**config.mk**
```make
export PLATFORM = sky130hd
export DESIGN_NAME = pipe_ctrl
export DESIGN_NICKNAME = d
export VERILOG_FILES = /design/src/rtl/pipe_ctrl.sv
export SDC_FILE = /design/constraint.sdc
export NUM_CORES = 1
export LEC_CHECK = 0
export ABC_AREA = 0
export CAP_MARGIN = 0
export CORE_MARGIN = 3
export CORE_UTILIZATION = 61
export DETAILED_ROUTE_END_ITERATION = 10
export DONT_BUFFER_PORTS = 1
export PLACE_DENSITY = 0.75
export SLEW_MARGIN = 15
export SYNTH_ARGS = -nofsm -noshare
export SYNTH_HDL_FRONTEND = slang
export SYNTH_SLANG_ARGS = --single-unit
```
**constraint.sdc**
```tcl
create_clock -name clock -period 2.6 [get_ports clock]
set_input_delay 0.26 -clock clock [delete_from_list [all_inputs] [get_ports clock]]
set_output_delay 0.26 -clock clock [all_outputs]
set_load 0.01 [all_outputs]
```
**src/rtl/pipe_ctrl.sv**
```systemverilog
// Pipeline hazard controller: turns halt, branch, multi-cycle ALU, RAW hazard
// and external-wait events into stall/flush controls for the fetch/decode/
// execute registers, and counts stalled cycles for performance monitoring.
//
// state | meaning
// RUN   | normal flow; highest-priority active event decides the controls
// MULTI | multi-cycle ALU op in execute; front end held, all events ignored
// HALT  | halt retired; pipeline frozen until reset
module pipe_ctrl #(
  parameter int STALL_CNT_W = 16
) (
  input  logic                   clock,
  input  logic                   rst_l,
  input  logic                   halt_E,
  input  logic                   branch_taken_E,
  input  logic                   mc_start_E,
  input  logic [2:0]             mc_cycles,
  input  logic                   raw_hazard_D,
  input  logic                   ext_hold,
  output logic                   stall,
  output logic                   flush,
  output logic                   flush_DE,
  output logic                   halted,
  output logic [STALL_CNT_W-1:0] stall_cycles
);

  typedef enum logic [1:0] {
    RUN   = 2'd0,
    MULTI = 2'd1,
    HALT  = 2'd2
  } state_t;

  state_t                 r_state;
  logic [2:0]             r_cnt;
  logic [STALL_CNT_W-1:0] r_stall_cycles;

  state_t     w_state_nxt;
  logic [2:0] w_cnt_nxt;
  logic       w_stall;
  logic       w_flush;
  logic       w_flush_DE;
  logic       w_halted;

  // Decode controls and next state from current state, remaining count and events.
  always_comb begin
    w_state_nxt = r_state;
    w_cnt_nxt   = r_cnt;
    w_stall     = 1'b0;
    w_flush     = 1'b0;
    w_flush_DE  = 1'b0;
    w_halted    = 1'b0;
    if (!rst_l) begin
      // Hold the front end empty while reset is asserted.
      w_flush    = 1'b1;
      w_flush_DE = 1'b1;
    end else begin
      case (r_state)
        RUN: begin
          if (halt_E) begin
            w_stall     = 1'b1;
            w_flush_DE  = 1'b1;
            w_state_nxt = HALT;
          end else if (branch_taken_E) begin
            w_flush    = 1'b1;
            w_flush_DE = 1'b1;
          end else if (mc_start_E) begin
            // The start cycle itself is the first stall; MULTI covers the rest.
            if (mc_cycles >= 3'd2) w_stall = 1'b1;
            if (mc_cycles >= 3'd3) begin
              w_cnt_nxt   = mc_cycles - 3'd2;
              w_state_nxt = MULTI;
            end
          end else if (raw_hazard_D || ext_hold) begin
            w_stall    = 1'b1;
            w_flush_DE = 1'b1;
          end
        end
        MULTI: begin
          w_stall   = 1'b1;
          w_cnt_nxt = r_cnt - 3'd1;
          if (r_cnt == 3'd1) w_state_nxt = RUN;
        end
        HALT: begin
          w_stall    = 1'b1;
          w_flush_DE = 1'b1;
          w_halted   = 1'b1;
        end
        default: w_state_nxt = RUN;
      endcase
    end
  end

  // State, op countdown and saturating stall counter; reset is synchronous.
  always_ff @(posedge clock) begin
    if (!rst_l) begin
      r_state        <= RUN;
      r_cnt          <= 3'd0;
      r_stall_cycles <= '0;
    end else begin
      r_state <= w_state_nxt;
      r_cnt   <= w_cnt_nxt;
      if (w_stall && (r_stall_cycles != {STALL_CNT_W{1'b1}}))
        r_stall_cycles <= r_stall_cycles + {{(STALL_CNT_W-1){1'b0}}, 1'b1};
    end
  end

  assign stall        = w_stall;
  assign flush        = w_flush;
  assign flush_DE     = w_flush_DE;
  assign halted       = w_halted;
  assign stall_cycles = r_stall_cycles;

endmodule

```
Yosys cells after proc, flatten, opt, wreduce, memory -nomap -nowiden
Cells that the tools add are included.
Cells by class
  add/sub/neg operators: 3
  magnitude comparators: 2
  eq/ne operators: 12
  mux-type cells: 29
  bitwise operators: 1
  reductions and logical operators: 7
Operators by type and width (count)
  16-bit by 1-bit adder with 16-bit output (second input constant): 1
  1-bit two-way mux: 16
  16-bit != test (second input constant): 1
  3-bit two-way mux: 4
  2-bit two-way mux: 5
  2-bit != test (second input constant): 5
  5-bit AND reduction: 2
  3-bit != test (second input constant): 3
  3-bit by 2-bit greater-or-equal comparator with 1-bit output (second input constant): 2
  2-bit case mux with 3 select lines: 1
  3-bit case mux with 2 select lines: 1
  1-bit case mux with 2 select lines: 2
  3-bit by 1-bit equality test with 1-bit output (second input constant): 1
  3-bit by 1-bit subtractor with 3-bit output (second input constant): 1
  3-bit by 2-bit subtractor with 3-bit output (second input constant): 1
  2-bit by 1-bit equality test with 1-bit output (second input constant): 1
  2-bit equality test (second input constant): 1
  2-bit zero test: 1
  2-bit nonzero test: 1
  2-bit OR reduction: 1
  1-bit logical AND: 1
  1-bit logical OR: 1
  1-bit inverter: 1
Storage, ports and cells
  bits in registers: 21
  output and inout port bits: 20
  logic and storage cells: 57

Longest topological paths before layout
Gate-level depths: netlist of the first run.
  depth in word-level cells: 8
  mapped depth: 8
  depth with buffers taken out: 7

Least setup slack after synthesis of the first run
Ideal clock, no wire load.
  kind: register -> register
  start: reg r_state[0]
  end: reg r_stall_cycles[8], in the netlist stall_cycles[8]
  arrival: 2.154 ns
  required time: 2.530 ns
  setup slack: 0.375 ns
  cell stages (with the launch flop): 9
  buffers on the path: 1
  period minus slack after synthesis: 2.225 ns
  path through: dfxtp_1 > inv_1 > ha_1 > buf_4 > inv_2 > o41a_1 > or4_4 > or3_1 > a21oi_1
On the way
  word-level cells in the longest chain between the ends: 5
RTL lines
  start: declaration: RTL line 33  | state_t r_state;
  start signal: assignment: RTL line 100  | r_state <= w_state_nxt;
  2-bit by 1-bit equality test with 1-bit output or 2-bit equality test (tied branches): RTL line 57  | case (r_state)
  2-bit OR reduction (no line)
  1-bit case mux with 2 select lines *: RTL line 57
  1-bit two-way mux *: RTL line 52  | if (!rst_l) begin
  1-bit logical AND *: RTL line 102  | if (w_stall && (r_stall_cycles != {STALL_CNT_W{1'b1}}))
  end signal: assignment: RTL line 103  | r_stall_cycles <= r_stall_cycles + {{(STALL_CNT_W-1){1'b0}}, 1'b1};
  end: declaration: RTL line 35  | logic [STALL_CNT_W-1:0] r_stall_cycles;
Every way passes the cells marked *; elsewhere a longest branch is shown, timed or not.
A chain may end at the register's enable or synchronous reset.

Worst setup path after layout of the first run
  start: reg r_state[0]
  end: reg r_stall_cycles[10], in the netlist stall_cycles[10]
The elaborated chain is that of the path after synthesis.

==> reports/metrics.sh, run 1 <==
CLOCK_SINK_COUNT=21
PLACEDCELLCOUNT=183
FINAL-SETUP-VIOL-COUNT=0
CTS_SETUP_BUFFERS=0
DETAILROUTE.WIRELENGTH.MET2_MICRONS=1260
AREA_GROWTH_SYN_TO_LAYOUT_PCT=4.47
CTS_BUFFERS=3
YOSYSTOPAREACELLSHARE_PCT=32.6
WORSTSKEWPAIRLATENCY_NS=0.31
DRT-TOTAL-WL_MICRONS=2820
REQUIRED_TIME_WORST_ENDPOINT_NS=2.85
POWERDENSITY_mW_PER_MM2=501
TRITONCTS='done'
RELSLEWSLACK_PCT=59.5
MET3_WIRELENGTH_MICRONS=206
R2R_SETUP_SLACK_NS=0.28
DRC_ERRORS=0
GP_CONGESTION=0.864
FIN_CRIT_SH_PCT=89.3
POSTSYNTHCELLCOUNT=158
POSTPLACECELLAREA_SQ_MM=0.00132
CLOCK.FMAX_GHz=0.431
TOP_LAYER_USED='met4'
SYN-CELL-AREA_SQ_MM=0.00129
CTS.HOLD.BUFFERS_ADDED=0
TIMING.CRITICAL_PATH.TO_TYPE='flop'
CLOCK_POWER_SHARE_PCT=23.4
PLACEMENT_ROW_COUNT=16
SYNTH_CELL_TYPES=45
COMB_POWER_SHARE_PCT=23.7
FF2FF_PATH_DEPTH=7
P_LEAK_nW=0.489
WORST_HOLD_PATH_TYPE='in -> reg'
CP_TOP_FAMILY='simple AND/OR/NAND/NOR gates'
WORST_SLEW_PIN_SLEW_NS=0.603
DETAIL_ROUTE.ITER0.VIOLATIONS=20
HTREE_NUM_LEVELS=1
WIRELENGTH_MET1_MICRONS=1340
POWER.SWITCHING_mW=0.214
SETUP_REPAIR_AFTER_GLOBAL_ROUTING_MISSED_ITS_MARGIN='no'
ANTENNA_FOUND_INITIAL=0
TIMING.CRITICAL_PATH.SLOWEST_CELL_DELAY_NS=0.58
GRT_MAX_DEGREE=17
DRT-PASS1-ITER-COUNT=5
BUFFERS_AND_INVERTERS_ON_THE_WORST_PATH=2
CELLINTERNALPOWER_mW=0.460
WHS_ENDPOINT='stall_cycles[11]$_SDFFE_PN0P_'
SYNTH-ASYNC-RESET-RATIO_PCT=0
TIMING.HOLD.WS_NS=0.0737
GRT_OVERFLOW=0
ANTENNA_VIOLATING_NETS_POST_ROUTE=0
CTS.REPAIR.RESIZED=0
YOSYSWARNINGS=0
CORE_AREA_SQ_MM=0.00198
YS_FF_LATCH=21
SLOWEST_STAGE='or4_4'
FINAL_CELL_COUNT_NO_FILL=187
DETAIL_ROUTE.VIAS_PER_CELL=6.32
STATUS='complete, no violations'
PLACEMENT.IO_BUFFERS=0
DIE_HEIGHT_MICRONS=52.0
LAYOUT_NETS=180
SEQUENTIALPOWERSHARE_PCT=53.0
DESIGN_POWER_TOTAL_mW=0.674
POST_DRT_WL_PER_CELL_MICRONS=15.1
PLACE.DETAILED.HPWL_MICRONS=2140
GRT_FIRST_PASS_WIRELENGTH_MICRONS=4850
WORST-PATH-MAX-FANOUT=6
N_ANTENNA_CELL=0
DRIVE_GT1_SHARE_PCT=6.88
GRT_RESOURCE_USAGE_TOTAL_PCT=23.5
TOTAL_NETS_AFTER_SYNTHESIS=177
MAX_CAP_VIOL_COUNT=0
TOTALNEGATIVESETUPSLACK_NS=0
CLK_PIN_SLEW_WORST_PATHS_NS=0.13
WORST_HOLD_STARTPOINT='rst_l'
SYNTHESIS.AREA_PER_INSTANCE_SQ_UM=8.16
DIE_X_MICRONS=52.0
WORST_R2R_STARTPOINT='r_state[0]$_SDFFE_PN0P_'
CRIT_PATH_START_KIND='flop'
YOSYS_MOST_USED_DFF='dfxtp_1'
SYNTH_EDF_COUNT=0
CTS.ROOT.BUFFER_CELL='clkbuf_4'
CRIT_ARRIVAL_NS=2.58
CRITICAL_PATH_CELL_COUNT=7
CTSLONGESTPATHBUFFERS=2
NUM_IO_PINS=30
TIMING.RR.END='stall_cycles[10]$_SDFFE_PN0P_'
CLOCK_SKEW_NS=0.0175
WORST_HOLD_PATH.NUM_CELLS=2
HOLD_VIOLATIONS=0
SEQUENTIAL_TO_TOTAL_AREA_SHARE_FROM_YOSYS_STAT_PCT=32.6
DIE_AREA_SQ_MM=0.00270
YOSYSTOPAREACELL='dfxtp_1'
YOSYS-TOP-CELLS-AREA='dfxtp_1 (33%), ha_1 (8.7%), nand2_1 (4.1%)'
TIMING.FINAL.MAX_SLEW_VIOLATIONS=0
TIMING.SETUP.CRITICAL_PATH_CLASS='reg -> reg'
VIA_COUNT_OF_THE_FIRST_GLOBAL_ROUTING_PASS=1103
CP_CELL_SEQUENCE='inv_1 > ha_1 > inv_2 > o41a_1 > or4_4 > or3_1 > a21oi_1'
MAX-VDD-IR-DROP_mV=0.442
FINAL_CELL_AREA_SQ_MM=0.00135
START_UTIL_PCT=65.0
SWITCHING_SHARE_PCT=31.8
PERIOD_MINUS_SLACK_NS=2.32
NUM_VIAS=1181
[synthesized netlist by cell type (all sizes together) (2+ instances only)]
master / count
nand3: 7
nand4: 6
or3: 4
dfxtp: 21
nor3: 2
or2: 2
nand2b: 4
a31oi: 2
o31ai: 3
nor4: 2
o41ai: 2
a211oi: 2
nand2: 14
ha: 9
nor2: 12
a21oi: 10
xnor2: 3
clkbuf: 3
inv: 11
or4: 5
mux2i: 4
and2: 2
o21ai: 8
[power groups by stage]
stage               combinational, mW  clock, mW  sequential [mW]
global route                    0.181      0.176            0.360
CTS                             0.158      0.165            0.357
global placement                0.152          0            0.363
finish                          0.160      0.158            0.357
detailed placement              0.157          0            0.364
floorplan                       0.127          0            0.360
[stage by stage]
step,worst slack (ns),utilization (%)
after floorplan,0.375,-
after global placement,0.394,66.5
after detailed placement,0.279,66.5
after CTS,0.282,67.9
after global routing,0.105,67.9
final,0.279,67.9
[sequential cells by signal (all words and copies together), names as in the netlist]
signal and count:
r_cnt 3, stall_cycles 16, r_state 2
[layer usage]
layer,global-route usage (%),up-vias
met4,6.11,0
met3,8.60,2
met1,32.0,552
met2,34.7,32
met5,0,-
li1,-,595
[cell usage in the layout, fill, tap and decap left out, types with 2 or more instances in the layout]
cell / n
dfxtp_1: 21
inv_1: 10
o31ai_1: 3
nor4_1: 2
xnor2_1: 3
or2_2: 2
nor3_1: 2
ha_1: 9
a21oi_1: 10
a211oi_1: 2
and2_1: 2
buf_4: 2
clkbuf_4: 3
or4_1: 4
o41ai_1: 2
nand2_1: 14
nand4_1: 6
nand2b_1: 4
or3_1: 4
o21ai_0: 8
a31oi_1: 2
mux2i_1: 4
nand3_1: 7
nor2_1: 12
[cell type report]
type                       count  area (sq um)
multi-input combinational    122           808
fill                         184           636
sequential                    21           420
inverter                      11          41.3
tap                           27          33.8
clock buffer                   3          22.5
timing repair buffer           2          15.0
clock inverter                 1          5.00
[worst register-to-register path, stage by stage, from the launching register on]
cell     delay (ns)
dfxtp_1        0.35
inv_1          0.09
ha_1           0.20
inv_2          0.08
o41a_1         0.51
or4_4          0.58
or3_1          0.33
a21oi_1        0.14
[logic make-up (layout without fill, tap and decap cells)]
family / Yosys count / count (layout) / synth area share (%)
muxes: 5 / 5 / 3.98
DFF: 21 / 21 / 32.6
adders and majority gates: 9 / 9 / 8.74
and+or+nand+nor: 65 / 65 / 26.9
AOI/OAI and AO/OA: 40 / 40 / 21.1
buffers and inverters: 15 / 17 / 4.66
xor gates and xnor gates: 3 / 3 / 2.04
[how the worst max path moves through the flow]
| stage | slack [ns] | startpoint | end |
|---|---|---|---|
| after global placement | 0.39 | r_state[0]$_SDFFE_PN0P_ | stall_cycles[8]$_SDFFE_PN0P_ |
| after CTS | 0.28 | r_state[0]$_SDFFE_PN0P_ | stall_cycles[10]$_SDFFE_PN0P_ |
| after floorplan | 0.38 | r_state[0]$_SDFFE_PN0P_ | stall_cycles[8]$_SDFFE_PN0P_ |
| final | 0.28 | r_state[0]$_SDFFE_PN0P_ | stall_cycles[10]$_SDFFE_PN0P_ |
| after global routing | 0.11 | r_state[0]$_SDFFE_PN0P_ | stall_cycles[13]$_SDFFE_PN0P_ |
| after detailed placement | 0.28 | r_state[0]$_SDFFE_PN0P_ | stall_cycles[10]$_SDFFE_PN0P_ |
Note: power is estimated with default switching activity, not from simulation.
==> inputs of run 2 (changes only) <==
--- a/config.mk
+++ b/config.mk
@@ -8,10 +8,10 @@
 export ABC_AREA = 0
 export CAP_MARGIN = 0
 export CORE_MARGIN = 3
-export CORE_UTILIZATION = 61
+export CORE_UTILIZATION = 46
 export DETAILED_ROUTE_END_ITERATION = 10
 export DONT_BUFFER_PORTS = 1
-export PLACE_DENSITY = 0.75
+export PLACE_DENSITY = 0.59
 export SLEW_MARGIN = 15
 export SYNTH_ARGS = -nofsm -noshare
 export SYNTH_HDL_FRONTEND = slang
==> reports/metrics.sh, run 2 (synthesis gave the netlist of run 1 again) <==
GRT_RESOURCE_USAGE_TOTAL_PCT=18.8  # was 23.5%
PERIOD_MINUS_SLACK_NS=2.30  # was 2.32 ns
CLK_PIN_SLEW_WORST_PATHS_NS=0.11  # was 0.13 ns
FINAL_CELL_AREA_SQ_MM=0.00135  # about the same
WORST_HOLD_PATH_TYPE='in -> reg'  # unchanged
NUM_VIAS=1168  # was 1181
FF2FF_PATH_DEPTH=7  # unchanged
TOP_USAGE_LAYER='met2'  # unchanged
STATUS='complete, no violations'  # unchanged
CTS_BUFFERS=3  # unchanged
START_UTIL_PCT=50.2  # was 65.0%
PLACEMENT_ROW_COUNT=18  # was 16
REQUIRED_TIME_WORST_ENDPOINT_NS=2.84  # was 2.85 ns
CTS.REPAIR.RESIZED=0  # unchanged
DRT-TOTAL-WL_MICRONS=2900  # was 2820 microns
DRT-PASS1-ITER-COUNT=4  # was 5
DRC_ERRORS=0  # unchanged
WORST_HOLD_STARTPOINT='rst_l'  # unchanged
CELLINTERNALPOWER_mW=0.462  # was 0.460 mW
CTS.HOLD.BUFFERS_ADDED=0  # unchanged
TIMING.FINAL.MAX_SLEW_VIOLATIONS=0  # unchanged
NUM_IO_PINS=30  # unchanged
CTS.ROOT.BUFFER_CELL='clkbuf_4'  # unchanged
CRIT_PATH_START_KIND='flop'  # unchanged
POSTPLACECELLAREA_SQ_MM=0.00132  # about the same
SEQUENTIALPOWERSHARE_PCT=53.1  # was 53.0%
PLACE.DETAILED.HPWL_MICRONS=2180  # was 2140 microns
MAX_CAP_VIOL_COUNT=0  # unchanged
P_LEAK_nW=0.486  # was 0.489 nW
GRT_FIRST_PASS_WIRELENGTH_MICRONS=5110  # was 4850 microns
GP_CONGESTION=0.842  # was 0.864
MAX-VDD-IR-DROP_mV=0.305  # was 0.442 mV
FINAL-SETUP-VIOL-COUNT=0  # unchanged
POST_DRT_WL_PER_CELL_MICRONS=15.3  # was 15.1 microns
HTREE_NUM_LEVELS=1  # unchanged
GRT_OVERFLOW=0  # unchanged
CRITICAL_PATH.STARTPOINT='r_state[1]$_SDFFE_PN0P_'  # was r_state[0]$_SDFFE_PN0P_
RELSLEWSLACK_PCT=65.4  # was 59.5%
CLOCK_SINK_COUNT=21  # unchanged
TRITONCTS='done'  # unchanged
CTSLONGESTPATHBUFFERS=2  # unchanged
LAYOUT_NETS=180  # unchanged
GRT_MAX_DEGREE=17  # unchanged
DIE_HEIGHT_MICRONS=58.9  # was 52.0 microns
POWERDENSITY_mW_PER_MM2=499  # was 501 mW/mm^2
SWITCHING_SHARE_PCT=31.3  # was 31.8%
GRTUSAGEMET2_PCT=27.1  # was 34.7%
CRIT_ARRIVAL_NS=2.54  # was 2.58 ns
MOST-COMMON-LAYOUT-CELLS='dfxtp_1 (21), nand2_1 (14), nor2_1 (12)'  # unchanged
CLOCK.FMAX_GHz=0.434  # was 0.431 GHz
DESIGN_POWER_TOTAL_mW=0.673  # was 0.674 mW
COMB_POWER_SHARE_PCT=23.5  # was 23.7%
WORSTSKEWPAIRLATENCY_NS=0.31  # about the same
GROUTE.LAYER.MET1.USAGE_PCT=26.9  # was 32.0%
CLOCK_SKEW_NS=0.00632  # was 0.0175 ns
POWER.SWITCHING_mW=0.211  # was 0.214 mW
ANTENNA_FOUND_INITIAL=0  # unchanged
MET3_USAGE_GRT_PCT=6.80  # was 8.60%
WORST_SLEW_PIN_SLEW_NS=0.518  # was 0.603 ns
WORST_HOLD_PATH.NUM_CELLS=2  # unchanged
WORST_R2R_STARTPOINT='r_state[1]$_SDFFE_PN0P_'  # was r_state[0]$_SDFFE_PN0P_
AREA_GROWTH_SYN_TO_LAYOUT_PCT=4.66  # was 4.47%
VIA_COUNT_OF_THE_FIRST_GLOBAL_ROUTING_PASS=1097  # was 1103
PLACEMENT.IO_BUFFERS=0  # unchanged
TIMING.CRITICAL_PATH.TO_TYPE='flop'  # unchanged
CTS_SETUP_BUFFERS=0  # unchanged
N_ANTENNA_CELL=0  # unchanged
SETUP_REPAIR_AFTER_GLOBAL_ROUTING_MISSED_ITS_MARGIN='no'  # unchanged
DIE_AREA_SQ_MM=0.00347  # was 0.00270 sq mm
CLOCK_POWER_SHARE_PCT=23.4  # about the same
TIMING.SETUP.CRITICAL_PATH_CLASS='reg -> reg'  # unchanged
LAYOUT.CELLS.MOST_COMMON='dfxtp_1'  # unchanged
NUMBER_OF_FLIP_FLOPS_IN_THE_LARGEST_REGISTER=16  # unchanged
DIE_X_MICRONS=58.9  # was 52.0 microns
ANTENNA_VIOLATING_NETS_POST_ROUTE=0  # unchanged
HOLD_VIOLATIONS=0  # unchanged
DETAIL_ROUTE.ITER0.VIOLATIONS=38  # was 20
DETAIL_ROUTE.VIAS_PER_CELL=6.15  # was 6.32
WORST-PATH-MAX-FANOUT=6  # unchanged
FIN_CRIT_SH_PCT=88.6  # was 89.3%
DRIVE_GT1_SHARE_PCT=6.25  # was 6.88%
CORE_AREA_SQ_MM=0.00257  # was 0.00198 sq mm
TOTALNEGATIVESETUPSLACK_NS=0  # unchanged
run 2: cell count changes in the layout (fill, tap and decap cells not counted), sizes merged:
cell / delta
clkinv: -1
clkbuf: +1
run 2: power groups by stage:
| stage | Clock [mW] | Combinational (mW) | Sequential (mW) |
|---|---|---|---|
| finish | 0.157 | 0.158 | 0.357 |
| floorplan | 0 | 0.127 | 0.360 |
| global placement | 0 | 0.154 | 0.363 |
| detailed placement | 0 | 0.156 | 0.365 |
| CTS | 0.165 | 0.158 | 0.358 |
| global route | 0.183 | 0.182 | 0.360 |
run 2: cell type report:
class | count | area (sq um)
flip-flops and latches | 21 | 420
inverters | 11 | 41.3
multi-input cells | 122 | 808
fillers | 254 | 1220
clock buffers | 4 | 26.3
well taps | 30 | 37.5
repair buffers | 2 | 15.0
run 2: layer usage:
| layer | vias to the layer above | routed length [microns] |
|---|---|---|
| li1 | 593 | - |
| met2 | 36 | 1230 |
| met3 | 4 | 254 |
| met5 | - | 0 |
| met1 | 535 | 1390 |
| met4 | 0 | 25 |
run 2: worst max-delay path: stages (launching register included):
cell     delay (ns)
dfxtp_1        0.35
inv_1          0.10
ha_1           0.19
inv_2          0.07
o41a_1         0.50
or4_4          0.57
or3_1          0.32
a21oi_1        0.14
run 2: final timing paths:
path,to,slack [ns]
hold / removal,stall_cycles[11]$_SDFFE_PN0P_,0.08
hold reg to reg,r_cnt[1]$_SDFFE_PN0P_,0.52
setup reg to reg,stall_cycles[10]$_SDFFE_PN0P_,0.30
setup / recovery,stall_cycles[10]$_SDFFE_PN0P_,0.30
run 2: metrics by stage:
| step | hold WS [ns] | worst slack, ns | utilization (%) | instances |
|---|---|---|---|---|
| after detailed placement | 0.417 | 0.327 | 51.5 | 186 |
| final | 0.0839 | 0.297 | 52.5 | 190 |
| after floorplan | 0.409 | 0.375 | - | 158 |
| after global routing | 0.0566 | 0.105 | 52.5 | 190 |
| after CTS | 0.0736 | 0.294 | 52.5 | 190 |
| after global placement | 0.411 | 0.388 | 51.5 | 186 |
